===== config.mk =====
export PLATFORM = sky130hd
export DESIGN_NAME = ifetch_unit_flat
export DESIGN_NICKNAME = d
export VERILOG_FILES = /design/src/rtl/rv_core_pkg.sv /design/src/rtl/ifetch_unit_if.sv /design/src/rtl/ifetch_unit.sv /design/src/flat_wrapper.sv
export SDC_FILE = /design/constraint.sdc
export NUM_CORES = 1
export LEC_CHECK = 0
export CORE_MARGIN = 2
export CORE_UTILIZATION = 49
export DETAILED_ROUTE_END_ITERATION = 12
export PLACE_DENSITY = 0.93
export SYNTH_ARGS = -nofsm -noshare
export SYNTH_HDL_FRONTEND = slang
export SYNTH_SLANG_ARGS = --single-unit

===== constraint.sdc =====
create_clock -name clk -period 9.89 [get_ports clk]
set_clock_uncertainty 0.1 [all_clocks]
set_input_delay 1.4835 -clock clk [delete_from_list [all_inputs] [get_ports clk]]
set_output_delay 1.4835 -clock clk [all_outputs]
set_load 0.03 [all_outputs]

===== src/rtl/rv_core_pkg.sv =====
// Shared RV32I core definitions: word size, NOP encoding and fetch FSM states.
package rv_core_pkg;
  localparam int          XLEN       = 32;
  localparam int          ILEN_BYTES = 4;
  localparam logic [31:0] NOP_INST   = 32'h0000_0013;

  typedef enum logic [2:0] {IDLE, REQ, WAIT, HOLD, HALT} ifetch_state_t;
endpackage


===== src/rtl/ifetch_unit_if.sv =====
// Fetch-stage bundle: instruction-memory request/response, decode handshake and redirect input.
interface ifetch_unit_if;
  logic        imem_req;
  logic [31:0] imem_addr;
  logic        imem_ready;
  logic        imem_rvalid;
  logic [31:0] imem_rdata;
  logic [31:0] inst;
  logic [31:0] pc;
  logic        inst_valid;
  logic        inst_ready;
  logic        redirect;
  logic [31:0] redirect_pc;

  modport master (
    output imem_req, imem_addr, inst, pc, inst_valid,
    input  imem_ready, imem_rvalid, imem_rdata, inst_ready, redirect, redirect_pc
  );

  modport slave (
    input  imem_req, imem_addr, inst, pc, inst_valid,
    output imem_ready, imem_rvalid, imem_rdata, inst_ready, redirect, redirect_pc
  );
endinterface


===== src/rtl/ifetch_unit.sv =====
// RV32I instruction fetch: one outstanding imem request, redirect with stale-response drop.
// Optional IFETCH_PERF_EN adds delivered-instruction and redirect counters.
module ifetch_unit
  import rv_core_pkg::*;
#(
  parameter logic [XLEN-1:0] RESET_PC = 32'h0000_0000,
  parameter int unsigned     PC_STEP  = 4
) (
  input  logic                clk,
  input  logic                rst,
  ifetch_unit_if.master       bus,
`ifdef IFETCH_PERF_EN
  output logic [XLEN-1:0]     perf_fetched,
  output logic [XLEN-1:0]     perf_redirects,
`endif
  output logic                misalign_err
);

  ifetch_state_t   state_q;
  logic            req_q;
  logic            drop_q;
  logic            inst_valid_q;
  logic            misalign_q;
  logic [XLEN-1:0] fetch_pc_q;
  logic [XLEN-1:0] pc_q;
  logic [XLEN-1:0] inst_q;
  logic [XLEN-1:0] next_pc_d;

  logic redir_ok, redir_bad, accept, deliver;

  assign redir_ok  = bus.redirect && (bus.redirect_pc[1:0] == 2'b00);
  assign redir_bad = bus.redirect && (bus.redirect_pc[1:0] != 2'b00);
  assign accept    = req_q && bus.imem_ready;
  assign deliver   = inst_valid_q && bus.inst_ready;
  assign next_pc_d = pc_q + XLEN'(PC_STEP);

  always_ff @(posedge clk or posedge rst) begin
    if (rst) begin
      state_q      <= IDLE;
      req_q        <= 1'b0;
      drop_q       <= 1'b0;
      inst_valid_q <= 1'b0;
      misalign_q   <= 1'b0;
      fetch_pc_q   <= RESET_PC;
      pc_q         <= RESET_PC;
      inst_q       <= NOP_INST;
    end else if (state_q != HALT && redir_bad) begin
      state_q      <= HALT;
      misalign_q   <= 1'b1;
      inst_valid_q <= 1'b0;
      req_q        <= 1'b0;
      drop_q       <= 1'b0;
    end else begin
      case (state_q)
        IDLE: begin
          if (redir_ok) fetch_pc_q <= bus.redirect_pc;
          state_q <= REQ;
          req_q   <= 1'b1;
        end
        REQ: begin
          if (redir_ok) fetch_pc_q <= bus.redirect_pc;
          if (accept) begin
            state_q <= WAIT;
            req_q   <= 1'b0;
            drop_q  <= redir_ok;
          end
        end
        WAIT: begin
          // A redirect while a response is outstanding marks it stale; if it lands now, drop it here.
          if (redir_ok) begin
            fetch_pc_q <= bus.redirect_pc;
            if (bus.imem_rvalid) begin
              drop_q  <= 1'b0;
              state_q <= REQ;
              req_q   <= 1'b1;
            end else begin
              drop_q <= 1'b1;
            end
          end else if (bus.imem_rvalid) begin
            if (drop_q) begin
              drop_q  <= 1'b0;
              state_q <= REQ;
              req_q   <= 1'b1;
            end else begin
              inst_q       <= bus.imem_rdata;
              pc_q         <= fetch_pc_q;
              inst_valid_q <= 1'b1;
              state_q      <= HOLD;
            end
          end
        end
        HOLD: begin
          // Redirect wins over sequential advance even if the word is delivered this cycle.
          if (redir_ok || deliver) begin
            inst_valid_q <= 1'b0;
            fetch_pc_q   <= redir_ok ? bus.redirect_pc : next_pc_d;
            state_q      <= REQ;
            req_q        <= 1'b1;
          end
        end
        HALT: ;
        default: begin
          state_q <= IDLE;
          req_q   <= 1'b0;
        end
      endcase
    end
  end

`ifdef IFETCH_PERF_EN
  always_ff @(posedge clk or posedge rst) begin
    if (rst) begin
      perf_fetched   <= '0;
      perf_redirects <= '0;
    end else begin
      if (deliver) perf_fetched <= perf_fetched + 1'b1;
      if (redir_ok && state_q != HALT) perf_redirects <= perf_redirects + 1'b1;
    end
  end
`endif

  assign bus.imem_req   = req_q;
  assign bus.imem_addr  = fetch_pc_q;
  assign bus.inst       = inst_q;
  assign bus.pc         = pc_q;
  assign bus.inst_valid = inst_valid_q;
  assign misalign_err   = misalign_q;

endmodule


===== src/flat_wrapper.sv =====
// flat-port wrapper written by rule: the top's interface ports become plain ports
module ifetch_unit_flat import rv_core_pkg::*;
#(
  parameter logic [XLEN-1:0] RESET_PC = 32'h0000_0000,
  parameter int unsigned     PC_STEP  = 4
)
  (clk, rst, misalign_err, bus_imem_req, bus_imem_addr, bus_inst, bus_pc, bus_inst_valid, bus_imem_ready, bus_imem_rvalid, bus_imem_rdata, bus_inst_ready, bus_redirect, bus_redirect_pc);
  ifetch_unit_if bus_i ();
  input  logic clk;
  input  logic rst;
  output logic misalign_err;
  output wire logic [$bits(bus_i.imem_req)-1:0] bus_imem_req;
  output wire logic [$bits(bus_i.imem_addr)-1:0] bus_imem_addr;
  output wire logic [$bits(bus_i.inst)-1:0] bus_inst;
  output wire logic [$bits(bus_i.pc)-1:0] bus_pc;
  output wire logic [$bits(bus_i.inst_valid)-1:0] bus_inst_valid;
  input wire logic [$bits(bus_i.imem_ready)-1:0] bus_imem_ready;
  input wire logic [$bits(bus_i.imem_rvalid)-1:0] bus_imem_rvalid;
  input wire logic [$bits(bus_i.imem_rdata)-1:0] bus_imem_rdata;
  input wire logic [$bits(bus_i.inst_ready)-1:0] bus_inst_ready;
  input wire logic [$bits(bus_i.redirect)-1:0] bus_redirect;
  input wire logic [$bits(bus_i.redirect_pc)-1:0] bus_redirect_pc;
  assign bus_imem_req = bus_i.imem_req;
  assign bus_imem_addr = bus_i.imem_addr;
  assign bus_inst = bus_i.inst;
  assign bus_pc = bus_i.pc;
  assign bus_inst_valid = bus_i.inst_valid;
  assign bus_i.imem_ready = bus_imem_ready;
  assign bus_i.imem_rvalid = bus_imem_rvalid;
  assign bus_i.imem_rdata = bus_imem_rdata;
  assign bus_i.inst_ready = bus_inst_ready;
  assign bus_i.redirect = bus_redirect;
  assign bus_i.redirect_pc = bus_redirect_pc;
  ifetch_unit #(.RESET_PC(RESET_PC), .PC_STEP(PC_STEP)) u_core (.clk(clk), .rst(rst), .bus(bus_i), .misalign_err(misalign_err));
endmodule

After elaboration in Yosys (flattened, before gate mapping)
Index checks and enable logic that the tools add are counted.
{"block": "word_totals", "word_cells": 78, "rom_bits": 0, "latch_bits": 0, "reg_bits": 103, "memories": 0, "in_bits": 70, "ramBits": 0, "out_inout_bits": 99}
{"block": "classes", "n_reduce_logical": 19, "n_eq_ne": 15, "div_mod_pow": 0, "n_mux": 32, "mul": 0, "n_addsub": 1, "n_shift": 0, "bitwise": 3, "order_cmp": 0}
{"op": "32-bit two-way mux", "n": 3}
{"op": "32-bit case mux with 2 select lines", "n": 1}
{"op": "32-bit by 3-bit adder with 32-bit output (second input constant)", "n": 1}
{"op": "3-bit two-way mux", "n": 6}
{"op": "1-bit two-way mux", "n": 17}
{"op": "3-bit case mux with 5 select lines", "n": 1}
{"op": "5-bit AND reduction", "n": 3}
{"op": "3-bit != test (second input constant)", "n": 3}
{"op": "4-bit AND reduction", "n": 2}
{"op": "3-bit by 2-bit equality test with 1-bit output (second input constant)", "n": 2}
{"op": "2-bit by 1-bit != test with 1-bit output (second input constant)", "n": 3}
{"op": "3-bit by 1-bit != test with 1-bit output (second input constant)", "n": 2}
{"op": "3-bit nonzero test", "n": 2}
{"op": "1-bit logical AND", "n": 5}
{"op": "1-bit case mux with 5 select lines", "n": 1}
{"op": "4-bit by 1-bit != test with 1-bit output (second input constant)", "n": 1}
{"op": "4-bit by 2-bit != test with 1-bit output (second input constant)", "n": 1}
{"op": "1-bit case mux with 2 select lines", "n": 2}
{"op": "2-bit nonzero test", "n": 2}
{"op": "3-bit by 1-bit equality test with 1-bit output (second input constant)", "n": 1}
{"op": "3-bit equality test (second input constant)", "n": 1}
{"op": "3-bit logical NOT", "n": 1}
{"op": "3-bit by 2-bit != test with 1-bit output (second input constant)", "n": 1}
{"op": "1-bit NOT", "n": 3}
{"op": "other kinds (5)", "n": 5}

Longest topological paths before layout
Gate-level depths: netlist of the first run.
{"block": "logic_depth", "word_depth": 6, "depth_mapped": 7, "mapped_depth_nobuf": 6}

Least setup slack after synthesis of the first run
No wires, ideal clock.
{"block": "synth_path", "kind": "input-to-reg", "from": "input port bus_redirect_pc[1]", "to": "register u_core.fetch_pc_q[11] (netlist: u_core.bus.imem_addr[11])", "path_slack_ns": 6.974, "setup_ns": 0.087, "required_time_ns": 9.703, "path_buffers": 2, "stages": 6, "t_arrival_ns": 2.729, "path_cell_list": "or3b_2 a211oi_2 buf_4 buf_4 nand3_1 o211ai_1"}
{"block": "synth_via", "elab_chain_len": 5}
{"item": "from (decl)", "line": "flat_wrapper.sv:22", "source": "input wire logic [$bits(bus_i.redirect_pc)-1:0] bus_redirect_pc;"}
{"item": "2-bit logical NOT or 2-bit nonzero test (tied branches)", "line": "ifetch_unit.sv:31, ifetch_unit.sv:32"}
{"item": "1-bit logical AND, on equally long branches", "line": "ifetch_unit.sv:31, ifetch_unit.sv:32"}
{"item": "32-bit two-way mux (tied with other cells)", "line": "ifetch_unit.sv:96", "source": "fetch_pc_q <= redir_ok ? bus.redirect_pc : next_pc_d;"}
{"item": "32-bit two-way mux (tied with other cells)", "line": "ifetch_unit.sv:94", "source": "if (redir_ok || deliver) begin"}
{"item": "32-bit case mux with 2 select lines or 4-bit AND reduction (tied branches)"}
{"item": "to (signal assigned)", "line": "ifetch_unit.sv:56", "source": "if (redir_ok) fetch_pc_q <= bus.redirect_pc;"}
{"item": "to (signal assigned)", "line": "ifetch_unit.sv:61", "source": "if (redir_ok) fetch_pc_q <= bus.redirect_pc;"}
{"item": "to (signal assigned)", "line": "ifetch_unit.sv:96"}
{"item": "to (decl)", "line": "ifetch_unit.sv:24", "source": "logic [XLEN-1:0] fetch_pc_q;"}
Parallel ways exist; a longest one is shown, timed or not. The select of a mux whose other input is x is not followed.
A chain may end at the register's enable or synchronous reset.

Final worst setup path of the first run
{"block": "layout_path", "from": "input port bus_redirect", "to": "register u_core.fetch_pc_q[26] (netlist: u_core.bus.imem_addr[26])"}
{"block": "layout_via", "elab_chain_len": 4}
{"item": "from (decl)", "line": "flat_wrapper.sv:21", "source": "input wire logic [$bits(bus_i.redirect)-1:0] bus_redirect;"}
{"item": "1-bit logical AND, on equally long branches", "line": "ifetch_unit.sv:31, ifetch_unit.sv:32"}
{"item": "32-bit two-way mux (tied with other cells)", "line": "ifetch_unit.sv:96"}
{"item": "32-bit two-way mux (tied with other cells)", "line": "ifetch_unit.sv:94"}
{"item": "32-bit case mux with 2 select lines or 4-bit AND reduction (tied branches)"}
Parallel ways exist; a longest one is shown, timed or not. The select of a mux whose other input is x is not followed.

==> results of run 1 <==
-- synth_stat cells, drive strengths merged --
cell type / count / area, um^2
dfrtp: 100 / 2502
mux2: 63 / 709.4
nand2: 34 / 130.1
nor2: 29 / 108.9
o21ai: 24 / 120.1
nand3: 22 / 115.1
a21oi: 19 / 95.09
buf: 15 / 113.9
xnor2: 13 / 113.9
nand4: 12 / 75.07
xor2: 11 / 96.34
o211ai: 9 / 72.57
o22ai: 9 / 56.30
clkbuf: 7 / 26.28
inv: 7 / 26.28
nand2b: 7 / 51.30
nor3: 7 / 35.03
and3: 6 / 40.03
nor4: 6 / 67.56
a31oi: 4 / 25.02
nor2b: 4 / 25.02
and4: 3 / 26.28
dfstp: 3 / 78.83
a211oi: 2 / 20.02
a21boi: 2 / 15.01
a22oi: 2 / 15.01
and2: 2 / 12.51
nor3b: 2 / 15.01
o31ai: 2 / 15.01
o41ai: 2 / 17.52
or2: 2 / 12.52
or3: 2 / 12.51
or4: 2 / 18.77
a211o: 1 / 8.760
a21o: 1 / 7.510
a32oi: 1 / 8.760
and4b: 1 / 10.01
ha: 1 / 12.51
nand3b: 1 / 7.510
o211a: 1 / 10.01
o21a: 1 / 7.510
o21bai: 1 / 7.510
or3b: 1 / 8.760
-- metal layers --
layer,vias up,wire length (um),part of all wire
met1,2091,5599,0.41
met2,220,6830,0.50
met3,27,1037,0.075
met5,-,0,0
met4,0,285,0.021
li1,1921,-,-
-- critical path, stage by stage --
cell,delay (ns)
clkdlybuf4s50_1,0.60
or3b_2,0.54
a211oi_4,0.21
buf_4,0.37
nand2_2,0.34
o22ai_1,0.37
-- final timing paths --
kind	from	end	slack, ns	cells after the start
worst max register to register	u_core.state_q[2]$_DFFE_PP0P_	u_core.bus.inst[23]$_DFFE_PP0P_	7.26	4
worst max-delay path	bus_redirect	u_core.bus.imem_addr[26]$_DFFE_PP0P_	6.14	6
min in group asynchronous	rst	u_core.bus.pc[13]$_DFFE_PP0P_	1.38	2
max in group asynchronous	rst	u_core.bus.imem_addr[16]$_DFFE_PP0P_	7.11	3
worst min register to register	u_core.misalign_err$_DFFE_PP0P_	u_core.misalign_err$_DFFE_PP0P_	0.39	1
worst min-delay path	u_core.misalign_err$_DFFE_PP0P_	u_core.misalign_err$_DFFE_PP0P_	0.39	1
-- area by class of cell --
class,instances,area (um^2)
repair buffers,172,1712
inverters,7,28.78
multi-input cells,312,2215
clock buffers,14,172.7
well taps,133,166.4
clock inverters,2,15.01
flip-flops and latches,103,2581
fillers,698,2884
-- cell families after synthesis --
| family | after synthesis | synth area share |
|---|---|---|
| and+or+nand+nor | 143 | 0.1558 |
| DFF | 103 | 0.5211 |
| AOI/OAI and AO/OA | 81 | 0.1013 |
| muxes | 63 | 0.1432 |
| adders and majority gates | 1 | 0.002525 |
| xor gates and xnor gates | 24 | 0.04243 |
| buffers and inverters | 29 | 0.03359 |
-- registers in the layout, indices dropped and copies added (netlist names) --
register	count
u_core.bus.imem_addr	32
u_core.bus.imem_req	1
u_core.bus.inst	32
u_core.bus.inst_valid	1
u_core.bus.pc	32
u_core.drop_q	1
u_core.misalign_err	1
u_core.state_q	3
-- power by group through the flow --
stage / clock, mW / sequential (mW) / combinational [mW]
4_1_cts: 0.254 / 0.472 / 0.189
3_3_place_gp: 0 / 0.477 / 0.184
5_1_grt: 0.271 / 0.476 / 0.199
2_1_floorplan: 0 / 0.532 / 0.0341
3_5_place_dp: 0 / 0.480 / 0.188
6_report: 0.252 / 0.472 / 0.188
==> impl_metrics.yaml, run 1 <==
outcome:
  outcome: "completed"
clock_tree:
  cts.sinks: 103
  clock_path_buffers: 2
  path_clk_slew_ns: 0.10
  root_buffer: "clkbuf_8"
  cts_tree: "yes"
  cts_made_buffers: 9
  clock_latency_ns: 0.37
  postCtsHoldBufs: 0
  post_cts_resized: 0
  cts_max_level: 3
  cts_setup_buffers: 0
timing:
  setup-violations-final: 0
  slew_viol_final: 0
  rsz0062_at_grt: "no"
  max_freq_mhz: 266.4
  fin_crit_sh: 0.3795
  relSlewSlack: 0.2476
  hold_violations: 0
  layout_min_cycle_time_ns: 3.753
  worst_pin_slew_ns: 1.129
  tns_ns: 0
  fin_ws_ns: 6.137
  hold_ws_ns: 0.3866
hold_path:
  hold_path.class: "reg -> reg"
route:
  via_count: 4259
  ant_nets: 0
  drt_wl_total_um: 13750
  drt_iter0_markers: 156
  drc: 0
  firstDrtPassIters: 5
  viasPerCell: 5.732
  wl_per_cell_um: 18.51
power_and_ir_drop:
  p_comb_frac: 0.206
  p_seq_frac: 0.518
  powerDensity_nw_per_um2: 132.3
  power_frac_clock: 0.276
  p_int_mw: 0.6496
  switching_power_mw: 0.2618
  ir_drop_mv: 0.07667
  leakage_nw: 2.922
  p_sw_frac: 0.2872
  total_power_mw: 0.9114
critical_path:
  start_kind: "primary input"
  critPathMaxFanout: 30
  path_class: "in -> reg"
  cp.arrival_ns: 3.92
  critPathRequiredTime_ns: 10.06
  critPathCaptureType: "flip-flop"
global_routing:
  overflow: 0
  grt_use_met2: 0.4337
  grt_pass1_vias: 4379
  antenna_found_initial: 0
  grt_usage: 0.2538
  grt.busiest_layer: "met2"
  met1_usage: 0.3179
  globalRouteMet3Util: 0.04928
  grt_max_degree: 69
  grt_pass1_wl_um: 22330
placement:
  place_area_um2: 6703
  routabilityCongestion: 0.8855
  dpl.cell_count: 727
  place_ws_ns: 5.870
  io_buffers: 168
  dpl.hpwl_um: 9827
cells_and_area:
  layout_commonest_cell: "clkdlybuf4s50_1"
  final_util: 0.7049
  syn2layout_area_growth_pct: 39.10
  antenna_cells_inserted: 0
  fin_cells: 743
  final_nets: 676
  drive_above_1_share: 0.1607
  finalInstanceArea_um2: 6890
  layout_common_cells: "clkdlybuf4s50_1, dfrtp_1, mux2_2"
floorplan:
  die_h_um: 104.5
  fp.dieW_um: 104.5
  ios: 169
  fp-row-count: 36
  start_util: 0.5068
  die_area_um2: 10930
  core_region_area_um2: 9774
synth:
  synth_cell_types: 54
  synth_nets: 515
  synthesis.area_um2: 4954
  yosysSeqAreaShare: 0.5211
  synth_warnings: 0
  avgSynthCellArea_um2: 11.16
  synth-seq-cells: 103
  synthCells: 444
run:
  drv_cap: 0
(Power assumes the default switching activity.)
==> inputs of run 2 (changes only) <==
- CORE_UTILIZATION: 49 -> 46
- PLACE_DENSITY: 0.93 -> 0.89
- clock period: 9.89 -> 3.85 ns (I/O delays scaled with it)
==> run 2 against run 1 <==
Worst setup slack got worse by 5.2 ns. Core utilization shrank 3.8 points. Flip-flop and latch count unchanged. Critical path depth unchanged. Largest cell class unchanged.
==> impl_metrics.yaml, run 2 (same netlist as run 1, synthesis figures left out) <==
timing:
  rsz0062_at_grt: "no"
  fin_crit_sh: 0.7521
  max_freq_mhz: 345.3
  hold_violations: 0
  tns_ns: 0
  setup-violations-final: 0
  layout_min_cycle_time_ns: 2.896
  slew_viol_final: 0
  relSlewSlack: 0.2449
  worst_pin_slew_ns: 1.133
global_routing:
  antenna_found_initial: 0
  grt_pass1_wl_um: 21310
  grt_pass1_vias: 4219
  overflow: 0
  grt_usage: 0.2363
  grt_max_degree: 78
clock_tree:
  path_clk_slew_ns: 0.09
  clock_latency_ns: 0.37
  cts_max_level: 3
  clock_path_buffers: 2
  cts.sinks: 103
  post_cts_resized: 0
  root_buffer: "clkbuf_8"
  cts_made_buffers: 9
  cts_tree: "yes"
  cts_setup_buffers: 0
  postCtsHoldBufs: 0
critical_path:
  critPathRequiredTime_ns: 3.98
  crit_top_cell: "o21ai_0"
  path_class: "in -> reg"
  start_kind: "primary input"
  critPathMaxFanout: 35
  worstReg2RegStart: "u_core.state_q[2]$_DFFE_PP0P_"
  slowest_delay_ns: 0.66
  cp_slowest_cell: "o21ai_0"
  cp.arrival_ns: 3.02
  critPathCaptureType: "flip-flop"
  reg2reg_to: "u_core.bus.inst[27]$_DFFE_PP0P_"
  crit_chain: "clkdlybuf4s50_1 > o21ai_0 > nand2b_1 > a21o_1 > a21boi_0 > o21ai_0"
  reg2regPathDepth: 4
  r2r_slack_ns: 1.28
placement:
  io_buffers: 168
  place_area_um2: 6726
  routabilityCongestion: 0.9068
  dpl.hpwl_um: 9681
route:
  drc: 0
  firstDrtPassIters: 4
  wl_per_cell_um: 17.80
  viasPerCell: 5.548
  drt_wl_total_um: 13290
  drt_iter0_markers: 177
  ant_nets: 0
  via_count: 4144
floorplan:
  start_util: 0.4777
  fp.dieW_um: 107.8
  core_region_area_um2: 10370
  die_h_um: 107.8
  fp-row-count: 37
  die_area_um2: 11610
  ios: 169
cells_and_area:
  seqCellArea_um2: 2581
  syn2layout_area_growth_pct: 39.53
  layout_common_cells: "clkdlybuf4s50_1, dfrtp_1, mux2_2"
  finalInstanceArea_um2: 6912
  drive_above_1_share: 0.1604
  fillCellCount: 801
  layout_commonest_cell: "clkdlybuf4s50_1"
  antenna_cells_inserted: 0
  final_nets: 677
  multi_input_area_um2: 2215
power_and_ir_drop:
  powerDensity_nw_per_um2: 341.6
  leakage_nw: 2.931
  ir_drop_mv: 0.1967
hold_path:
  hp-start: "u_core.misalign_err$_DFFE_PP0P_"
  hold_path.class: "reg -> reg"
  holdPathEnd: "u_core.misalign_err$_DFFE_PP0P_"
  whs_path_depth: 1
outcome:
  outcome: "completed"
run:
  drv_cap: 0
==> run 2: cell types whose count changed in the layout (fill, tap and decap cells not counted) <==
| cell | before | now |
|---|---|---|
| bufinv_16 | 0 | 1 |
| clkbuf_8 | 12 | 9 |
| buf_12 | 0 | 1 |
| clkinv_2 | 0 | 1 |
| clkbuf_1 | 2 | 3 |
==> run 2: power breakdown <==
part / total [mW] / switching [mW] / internal [mW] / leakage [nW]
combinational: 0.484 / 0.257 / 0.226 / 1.47
sequential: 1.21 / 0.0588 / 1.15 / 1.37
clock: 0.665 / 0.364 / 0.301 / 0.0866
==> run 2: stage by stage <==
stage	power, mW	setup WS, ns	utilization	instances	hold WS (ns)
final	2.361	0.9543	0.6665	747	0.3990
after global routing	2.460	0.7145	0.6665	747	0.4255
after CTS	2.375	0.9957	0.6665	747	0.4021
after detailed placement	1.721	0.6080	0.6486	731	0.3651
after global placement	1.705	0.6844	0.6486	731	0.3723
after floorplan	1.453	0.4736	-	444	0.4327
==> run 2: routing by layer <==
layer  global-route usage  wire length, um
met1               0.2923             5398
met4              0.07326              212
met5                    0                0
met2               0.4093             6539
met3              0.05508             1144
==> run 2: worst max-delay path by stage <==
stage                                                 to  cells past startpoint                from  slack [ns]
global route        u_core.bus.imem_addr[17]$_DFFE_PP0P_                      6  bus_redirect_pc[1]        0.71
global placement    u_core.bus.imem_addr[17]$_DFFE_PP0P_                      6  bus_redirect_pc[1]        0.68
CTS                 u_core.bus.imem_addr[23]$_DFFE_PP0P_                      6  bus_redirect_pc[1]         1.0
detailed placement  u_core.bus.imem_addr[23]$_DFFE_PP0P_                      6  bus_redirect_pc[1]        0.61
floorplan            u_core.bus.imem_addr[0]$_DFFE_PP0P_                      1                 rst        0.47
finish              u_core.bus.imem_addr[23]$_DFFE_PP0P_                      6  bus_redirect_pc[1]        0.95
==> run 2: worst max-delay path: cells and delay by family <==
family	cells	cell delay [ns]
buf+inv	1	0.50
simple gates	1	0.22
compound gates	4	1.73
==> run 2: cell type report <==
cell class	instances	share of cell area
Sequential cell	103	0.3735
Multi-Input combinational cell	312	0.3204
Timing Repair Buffer	173	0.2505
Tap cell	136	0.02462
Clock buffer	12	0.01955
Clock inverter	4	0.007241
Inverter	7	0.004164
